## src/rtl/icache_pkg.sv

```systemverilog
// Shared definitions for the instruction-cache responder: FSM state
// encoding, default geometry and helpers that derive address-field widths.
package icache_pkg;

    typedef enum logic [1:0] {
        ST_IDLE    = 2'd0,
        ST_LOOKUP  = 2'd1,
        ST_REFILL  = 2'd2,
        ST_RESPOND = 2'd3
    } state_e;

    localparam int DEFAULT_LINES          = 16;
    localparam int DEFAULT_WORDS_PER_LINE = 4;

    // Width of the word-offset field inside a line.
    function automatic int offset_width(input int words_per_line);
        return $clog2(words_per_line);
    endfunction

    // Width of the line-index field.
    function automatic int index_width(input int lines);
        return $clog2(lines);
    endfunction

    // Tag is whatever remains of the 30-bit word address.
    function automatic int tag_width(input int lines, input int words_per_line);
        return 30 - index_width(lines) - offset_width(words_per_line);
    endfunction

endpackage

```

## src/rtl/icache_line_store.sv

```systemverilog
// Direct-mapped line storage: valid bits, tag array and data array.
// One write port (a data word, optionally together with tag+valid),
// combinational read by index/offset, and a single-cycle clear of all
// valid bits. Data and tag arrays carry no reset.
module icache_line_store
    import icache_pkg::*;
#(
    parameter int LINES          = DEFAULT_LINES,
    parameter int WORDS_PER_LINE = DEFAULT_WORDS_PER_LINE,
    localparam int IW = index_width(LINES),
    localparam int OW = offset_width(WORDS_PER_LINE),
    localparam int TW = tag_width(LINES, WORDS_PER_LINE)
) (
    input  logic          clk,
    input  logic          rst,
    input  logic          flush_i,
    input  logic          wr_word_en_i,
    input  logic          wr_tag_en_i,
    input  logic          wr_valid_i,
    input  logic [IW-1:0] wr_index_i,
    input  logic [OW-1:0] wr_offset_i,
    input  logic [31:0]   wr_data_i,
    input  logic [TW-1:0] wr_tag_i,
    input  logic [IW-1:0] rd_index_i,
    input  logic [OW-1:0] rd_offset_i,
    output logic          rd_valid_o,
    output logic [TW-1:0] rd_tag_o,
    output logic [31:0]   rd_data_o
);

    logic [31:0]   data_mem [LINES*WORDS_PER_LINE];
    logic [TW-1:0] tag_mem  [LINES];
    logic [LINES-1:0] valid_vec;

    // Data word write during refill.
    always_ff @(posedge clk) begin
        if (wr_word_en_i) begin
            data_mem[{wr_index_i, wr_offset_i}] <= wr_data_i;
        end
    end

    // Tag write when a line completes.
    always_ff @(posedge clk) begin
        if (wr_tag_en_i) begin
            tag_mem[wr_index_i] <= wr_tag_i;
        end
    end

    // One valid flop per line; flush clears every line in the same cycle
    // and overrides a simultaneous tag write.
    genvar gi;
    generate
        for (gi = 0; gi < LINES; gi++) begin : g_valid
            logic valid_bit_q;

            // Valid bit: cleared by reset/flush, loaded on tag write.
            always_ff @(posedge clk) begin
                if (!rst || flush_i) begin
                    valid_bit_q <= 1'b0;
                end else if (wr_tag_en_i && (wr_index_i == IW'(gi))) begin
                    valid_bit_q <= wr_valid_i;
                end
            end

            assign valid_vec[gi] = valid_bit_q;
        end
    endgenerate

    assign rd_valid_o = valid_vec[rd_index_i];
    assign rd_tag_o   = tag_mem[rd_index_i];
    assign rd_data_o  = data_mem[{rd_index_i, rd_offset_i}];

endmodule

```

## src/rtl/icache_responder.sv

```systemverilog
// Direct-mapped instruction cache front end. Accepts one CPU fetch at a
// time, answers hits one cycle after acceptance and refills missing lines
// word by word from backing memory.
// Optional feature: define ICACHE_STATS_EN to enable hit/miss counters;
// without it hit_cnt and miss_cnt are constant zero.
module icache_responder
    import icache_pkg::*;
#(
    parameter int LINES          = DEFAULT_LINES,
    parameter int WORDS_PER_LINE = DEFAULT_WORDS_PER_LINE
) (
    input  logic        clk,
    input  logic        rst,
    input  logic        cpu_req,
    input  logic [31:0] cpu_addr,
    output logic        cpu_ready,
    output logic [31:0] cpu_rdata,
    input  logic        flush,
    output logic        mem_req,
    output logic [31:0] mem_addr,
    input  logic        mem_ack,
    input  logic [31:0] mem_rdata,
    output logic [31:0] hit_cnt,
    output logic [31:0] miss_cnt
);

    localparam int OW = offset_width(WORDS_PER_LINE);
    localparam int IW = index_width(LINES);
    localparam int TW = tag_width(LINES, WORDS_PER_LINE);

    state_e        state_q;
    logic [31:0]   addr_q;
    logic [OW-1:0] cnt_q;
    logic          hit_q;
    logic          flushed_q;
    logic          cpu_ready_q;
    logic [31:0]   cpu_rdata_q;
    logic          mem_req_q;
    logic [31:0]   mem_addr_q;

    // The store is looked up with the incoming address while idle so that
    // the hit decision is ready to register at acceptance; otherwise the
    // captured request address is used.
    logic [31:0]   rd_addr;
    logic          rd_valid;
    logic [TW-1:0] rd_tag;
    logic [31:0]   rd_data;
    logic          hit_d;
    logic          last_word;
    logic [OW-1:0] cnt_inc;
    logic          wr_word_en;
    logic          wr_tag_en;
    logic          wr_valid_d;

    assign rd_addr   = (state_q == ST_IDLE) ? cpu_addr : addr_q;
    assign hit_d     = rd_valid && (rd_tag == rd_addr[31:IW+OW+2]) && !flush;
    assign last_word = (cnt_q == {OW{1'b1}});
    assign cnt_inc   = cnt_q + 1'b1;

    // A flush seen anywhere in the refill leaves the line invalid.
    assign wr_word_en = (state_q == ST_REFILL) && mem_ack;
    assign wr_tag_en  = wr_word_en && last_word;
    assign wr_valid_d = !(flushed_q || flush);

    icache_line_store #(
        .LINES          (LINES),
        .WORDS_PER_LINE (WORDS_PER_LINE)
    ) u_store (
        .clk          (clk),
        .rst          (rst),
        .flush_i      (flush),
        .wr_word_en_i (wr_word_en),
        .wr_tag_en_i  (wr_tag_en),
        .wr_valid_i   (wr_valid_d),
        .wr_index_i   (addr_q[IW+OW+1:OW+2]),
        .wr_offset_i  (cnt_q),
        .wr_data_i    (mem_rdata),
        .wr_tag_i     (addr_q[31:IW+OW+2]),
        .rd_index_i   (rd_addr[IW+OW+1:OW+2]),
        .rd_offset_i  (rd_addr[OW+1:2]),
        .rd_valid_o   (rd_valid),
        .rd_tag_o     (rd_tag),
        .rd_data_o    (rd_data)
    );

    // Main control FSM with registered CPU and memory outputs.
    always_ff @(posedge clk) begin
        if (!rst) begin
            state_q     <= ST_IDLE;
            addr_q      <= '0;
            cnt_q       <= '0;
            hit_q       <= 1'b0;
            flushed_q   <= 1'b0;
            cpu_ready_q <= 1'b0;
            cpu_rdata_q <= '0;
            mem_req_q   <= 1'b0;
            mem_addr_q  <= '0;
        end else begin
            case (state_q)
                ST_IDLE: begin
                    if (cpu_req) begin
                        addr_q  <= cpu_addr;
                        hit_q   <= hit_d;
                        state_q <= ST_LOOKUP;
                        if (hit_d) begin
                            cpu_ready_q <= 1'b1;
                            cpu_rdata_q <= rd_data;
                        end
                    end
                end
                ST_LOOKUP: begin
                    if (hit_q) begin
                        cpu_ready_q <= 1'b0;
                        state_q     <= ST_IDLE;
                    end else begin
                        cnt_q      <= '0;
                        flushed_q  <= 1'b0;
                        mem_req_q  <= 1'b1;
                        mem_addr_q <= {addr_q[31:OW+2], {OW{1'b0}}, 2'b00};
                        state_q    <= ST_REFILL;
                    end
                end
                ST_REFILL: begin
                    if (flush) begin
                        flushed_q <= 1'b1;
                    end
                    if (mem_ack) begin
                        cnt_q <= cnt_inc;
                        if (last_word) begin
                            mem_req_q   <= 1'b0;
                            cpu_ready_q <= 1'b1;
                            // The requested word may be arriving right now.
                            cpu_rdata_q <= (cnt_q == addr_q[OW+1:2]) ? mem_rdata : rd_data;
                            state_q     <= ST_RESPOND;
                        end else begin
                            mem_addr_q <= {addr_q[31:OW+2], cnt_inc, 2'b00};
                        end
                    end
                end
                ST_RESPOND: begin
                    cpu_ready_q <= 1'b0;
                    state_q     <= ST_IDLE;
                end
                default: begin
                    state_q <= ST_IDLE;
                end
            endcase
        end
    end

    assign cpu_ready = cpu_ready_q;
    assign cpu_rdata = cpu_rdata_q;
    assign mem_req   = mem_req_q;
    assign mem_addr  = mem_addr_q;

`ifdef ICACHE_STATS_EN
    logic [31:0] hit_cnt_q;
    logic [31:0] miss_cnt_q;

    // Count each lookup outcome; counters wrap naturally and ignore flush.
    always_ff @(posedge clk) begin
        if (!rst) begin
            hit_cnt_q  <= '0;
            miss_cnt_q <= '0;
        end else if (state_q == ST_LOOKUP) begin
            if (hit_q) begin
                hit_cnt_q <= hit_cnt_q + 32'd1;
            end else begin
                miss_cnt_q <= miss_cnt_q + 32'd1;
            end
        end
    end

    assign hit_cnt  = hit_cnt_q;
    assign miss_cnt = miss_cnt_q;
`else
    assign hit_cnt  = 32'd0;
    assign miss_cnt = 32'd0;
`endif

    // Byte-offset bits are never used.
    logic unused_bits;
    assign unused_bits = ^{rd_addr[1:0], addr_q[1:0]};

endmodule

```

## config.mk

```make
export PLATFORM = sky130hd
export DESIGN_NAME = icache_responder
export DESIGN_NICKNAME = d
export VERILOG_FILES = /design/src/rtl/icache_pkg.sv /design/src/rtl/icache_line_store.sv /design/src/rtl/icache_responder.sv
export SDC_FILE = /design/constraint.sdc
export NUM_CORES = 2
export LEC_CHECK = 0
export ABC_CLOCK_PERIOD_IN_PS = 16000
export BUFFER_PORTS_ARGS = -buffer_cell sky130_fd_sc_hd__buf_2
export CORE_MARGIN = 3
export CORE_UTILIZATION = 50
export CTS_BUF_LIST = sky130_fd_sc_hd__clkbuf_16
export CTS_CLUSTER_DIAMETER = 80
export DETAILED_ROUTE_END_ITERATION = 12
export MAX_ROUTING_LAYER = met4
export PLACE_DENSITY = 0.66
export SETUP_SLACK_MARGIN = 0.05
export SLEW_MARGIN = 10
export SYNTH_ARGS = -nofsm -noshare
export SYNTH_HDL_FRONTEND = slang
export SYNTH_SLANG_ARGS = --single-unit
```

## constraint.sdc

```tcl
create_clock -name clk -period 16 [get_ports clk]
set_clock_uncertainty 0.2 [all_clocks]
set_input_delay 3.2 -clock clk [delete_from_list [all_inputs] [get_ports clk]]
set_output_delay 3.2 -clock clk [all_outputs]
set_load 0.005 [all_outputs]
```

==> metrics.md <==
| Metric | Value |
|---|---|
| Status | finished clean |
| EDFF count, synth | 2432 |
| Cts hold-fix bufs | 0 |
| Antenna violations before repair | 11 |
| R2r worst-path depth | 14 |
| Hold path cells | 2 |
| Chip Width | ~450 um |
| Count leader, synth | edfxtp_1 |
| Root Buffer | clkbuf_16 |
| Fraction of layout cells with a size suffix above 1 | 0.223 |
| Post-synth ARST share | 0 |
| CTS Buffer Depth | 4 |
| Area Growth Syn to Fin | 12.3% |
| Wirelength, routed | 262000 um |
| Largest family of logic cells by synthesized area | multiplexers |
| Mux cell area share after synthesis | 0.134 |
| Die ar. | 205000 sq um |
| R2r setup slk | roughly 9.1 ns |
| Vias in the first global route | 52400 |
| Hold endpoint | mem_addr[28] |
| Fillers | 14700 |
| Clock Latency Late Sink | 0.90 ns |
| Syn_area_per_cell | around 18 sq um |
| Max cap viols | 0 |
| Via Count | 53300 |
| Launch point of the worst path | cpu_addr[4] |
| Syn Std Cell Area | 99900 sq um |
| Routed Antenna Nets | 0 |
| Fmax | 0.119 GHz |
| Post-CTS Setup Bufs | 0 |
| FF-to-FF Start | state_q[0] |
| CTS Buf Count | 274 |
| Shortest period the worst path allows | ~8.4 ns |
| Max IR drop VDD | 0.118 mV |
| Setup_tns | 0 ns |
| Synth unique cells | 75 |
| Crit Path Max Fanout | 76 |
| Port bufs | 130 |
| Synth Area in Adders | 0.000125 |
| Pwr dens | 128 nW/um^2 |
| Top-area cell type share of the netlist area | 0.731 |
| All-Layer GR Usage | 0.263 |
| Placed standard-cell area | 104000 sq um |
| Routability cong. | between 0.8 and 0.9 |
| Die height | ~450 um |
| Vias/cell | roughly 6.3 |
| Setup crit end kind | flop |
| Area contributors post-synth | edfxtp_1 (73%), mux4_2 (12%), nand2_1 (2.5%) |
| Worst Hold Class | reg2reg |
| Measured slew at the worst slew-check pin | 1.23 ns |
| FF+latch count, synth | 2548 |
| CTS H-tree depth | 5 |
| Initial Util | 0.505 |
| Crit share post-route | 0.524 |
| Seq/Total Area, Yosys | 0.754 |
| Xor/xnor share of the synthesized area | 0.00202 |
| Cells after Synth | between 5000 and 6000 |
| Remaining Overflow, GRT | 0 |
| Main flop type after synthesis | edfxtp_1 |
| Slew margin rel. | 0.171 |
| CP Launch Type | primary input |
| FP Rows | 163 |
| Clock Sinks | 2548 |
| CTS tree | yes |
| Remaining DRCs | 0 |
| Unrepaired setup endpoints after global routing | false |
| Drt pass-1 iters | 6 |
| Most common library cells after synthesis | edfxtp_1 (2432), nand2_1 (670), mux4_2 (515) |
| Hpwl dp | 137000 um |
| WL per Instance | ~31 um |
| Synth Area in Compound Gates | 0.0389 |
| Area leader, netlist | edfxtp_1 |
| Largest net degree at the start of global routing | 142 |
| DRT iter0 DRCs | 6745 |
| Clock Pin Slew Worst Setup and Hold Paths | 0.06 ns |
| Critical Path AT | 8.99 ns |
| Hold Crit Start | mem_addr[28] |
| Global-route wire length before repair | 374000 um |
| CP Data Required Time | 16.61 ns |
| RR Endpoint | cpu_rdata[2] |
| Final hold violations | 0 |
| Fin nets | 5708 |
| Leak | 36.3 nW |
| Finished Cell Area | 112000 sq um |
| Final Max Tran Viols | 0 |
| Core ar. | 198000 sq um |
| IO Pins | 199 |
| Post-cts sizing count | 0 |
| WS Path Type | in2reg |
| Endpoints failing setup | 0 |
| YS warnings | 0 |
| Post-synthesis simple-gate area fraction | 0.0500 |
## worst max-delay path by stage
stage                                   end  slack, ns  depth (start not counted)
global placement               cpu_rdata[6]       6.78                         14
CTS                           cpu_rdata[18]       7.65                         14
global route                  cpu_rdata[30]       7.43                         14
finish                         cpu_rdata[2]       7.61                         14
detailed placement            cpu_rdata[10]       6.69                         14
floorplan           u_store.data_mem[56][0]       8.40                          4
## routing by layer
layer,share of wire,GRT usage,up-vias
li1,-,-,22100
met1,0.40,0.362,28000
met2,0.47,0.390,2790
met3,0.097,0.0526,507
met4,0.043,0.102,0
met5,0,-,-
## per-stage QoR
step	setup slack, ns	cells	utilization	hold slack (ns)	power [W]
after floorplan	8.40	5476	-	0.252	0.00826
after global placement	6.78	8002	0.526	0.245	0.00872
after detailed placement	6.69	8002	0.526	0.256	0.00874
after CTS	7.65	8456	0.567	0.262	0.0144
after global routing	7.43	8460	0.567	0.275	0.0148
final	7.61	8463	0.567	0.257	0.0143
## cell type report
cell class	instances	area, sq um	share of cell area
Sequential cell	2548	75400	0.671
Multi-Input combinational cell	2509	23600	0.210
Clock buffer	281	7030	0.0626
Tap cell	2640	3300	0.0294
Timing Repair Buffer	302	2020	0.0180
Clock inverter	173	955	0.00850
Antenna cell	7	17.5	0.000156
Inverter	3	11.3	0.000100
## registers in the layout, indices dropped and copies added, names as in the netlist, 2 cells and up, named ones only
name	flops
addr_q	30
u_store.g_valid.valid_bit_q	16
cnt_q	2
u_store.data_mem	2048
u_store.tag_mem	384
mem_addr	30
cpu_rdata	32
## logic make-up after synthesis
family / count (synthesis)
DFF: 2548
and+or+nand+nor: 1160
muxes: 694
AOI/OAI and AO/OA: 565
buffers and inverters: 419
xor gates and xnor gates: 23
adders and majority gates: 1
other: 1
## worst max-delay path, stage by stage
cell,delay [ns]
buf_2,0.12
or3b_2,0.44
buf_4,0.34
nand2_8,0.67
buf_4,0.82
mux2i_1,0.26
o32ai_1,0.10
or4_1,0.56
and3_1,0.20
a211oi_1,0.37
nand4_1,0.45
o31a_2,0.78
o31ai_1,0.41
nor2_1,0.07
## layout by cell type (no fill, tap or decap), drive strengths merged, types with 68 or more instances in the layout
cell,instances
o21ai,82
nor2,146
mux4,515
a311oi,68
clkbuf,281
inv,95
a21oi,115
dfxtp,116
buf,302
edfxtp,2432
nand3,199
nand2,672
mux2i,155
clkinv,70
## report_power, final
group	switching [W]	internal, W
Combinational	0.000818	0.000443
Sequential	0.0000266	0.00731
Clock	0.00245	0.00330
Total	0.00329	0.0111
Power figures use the tool's default switching activity.
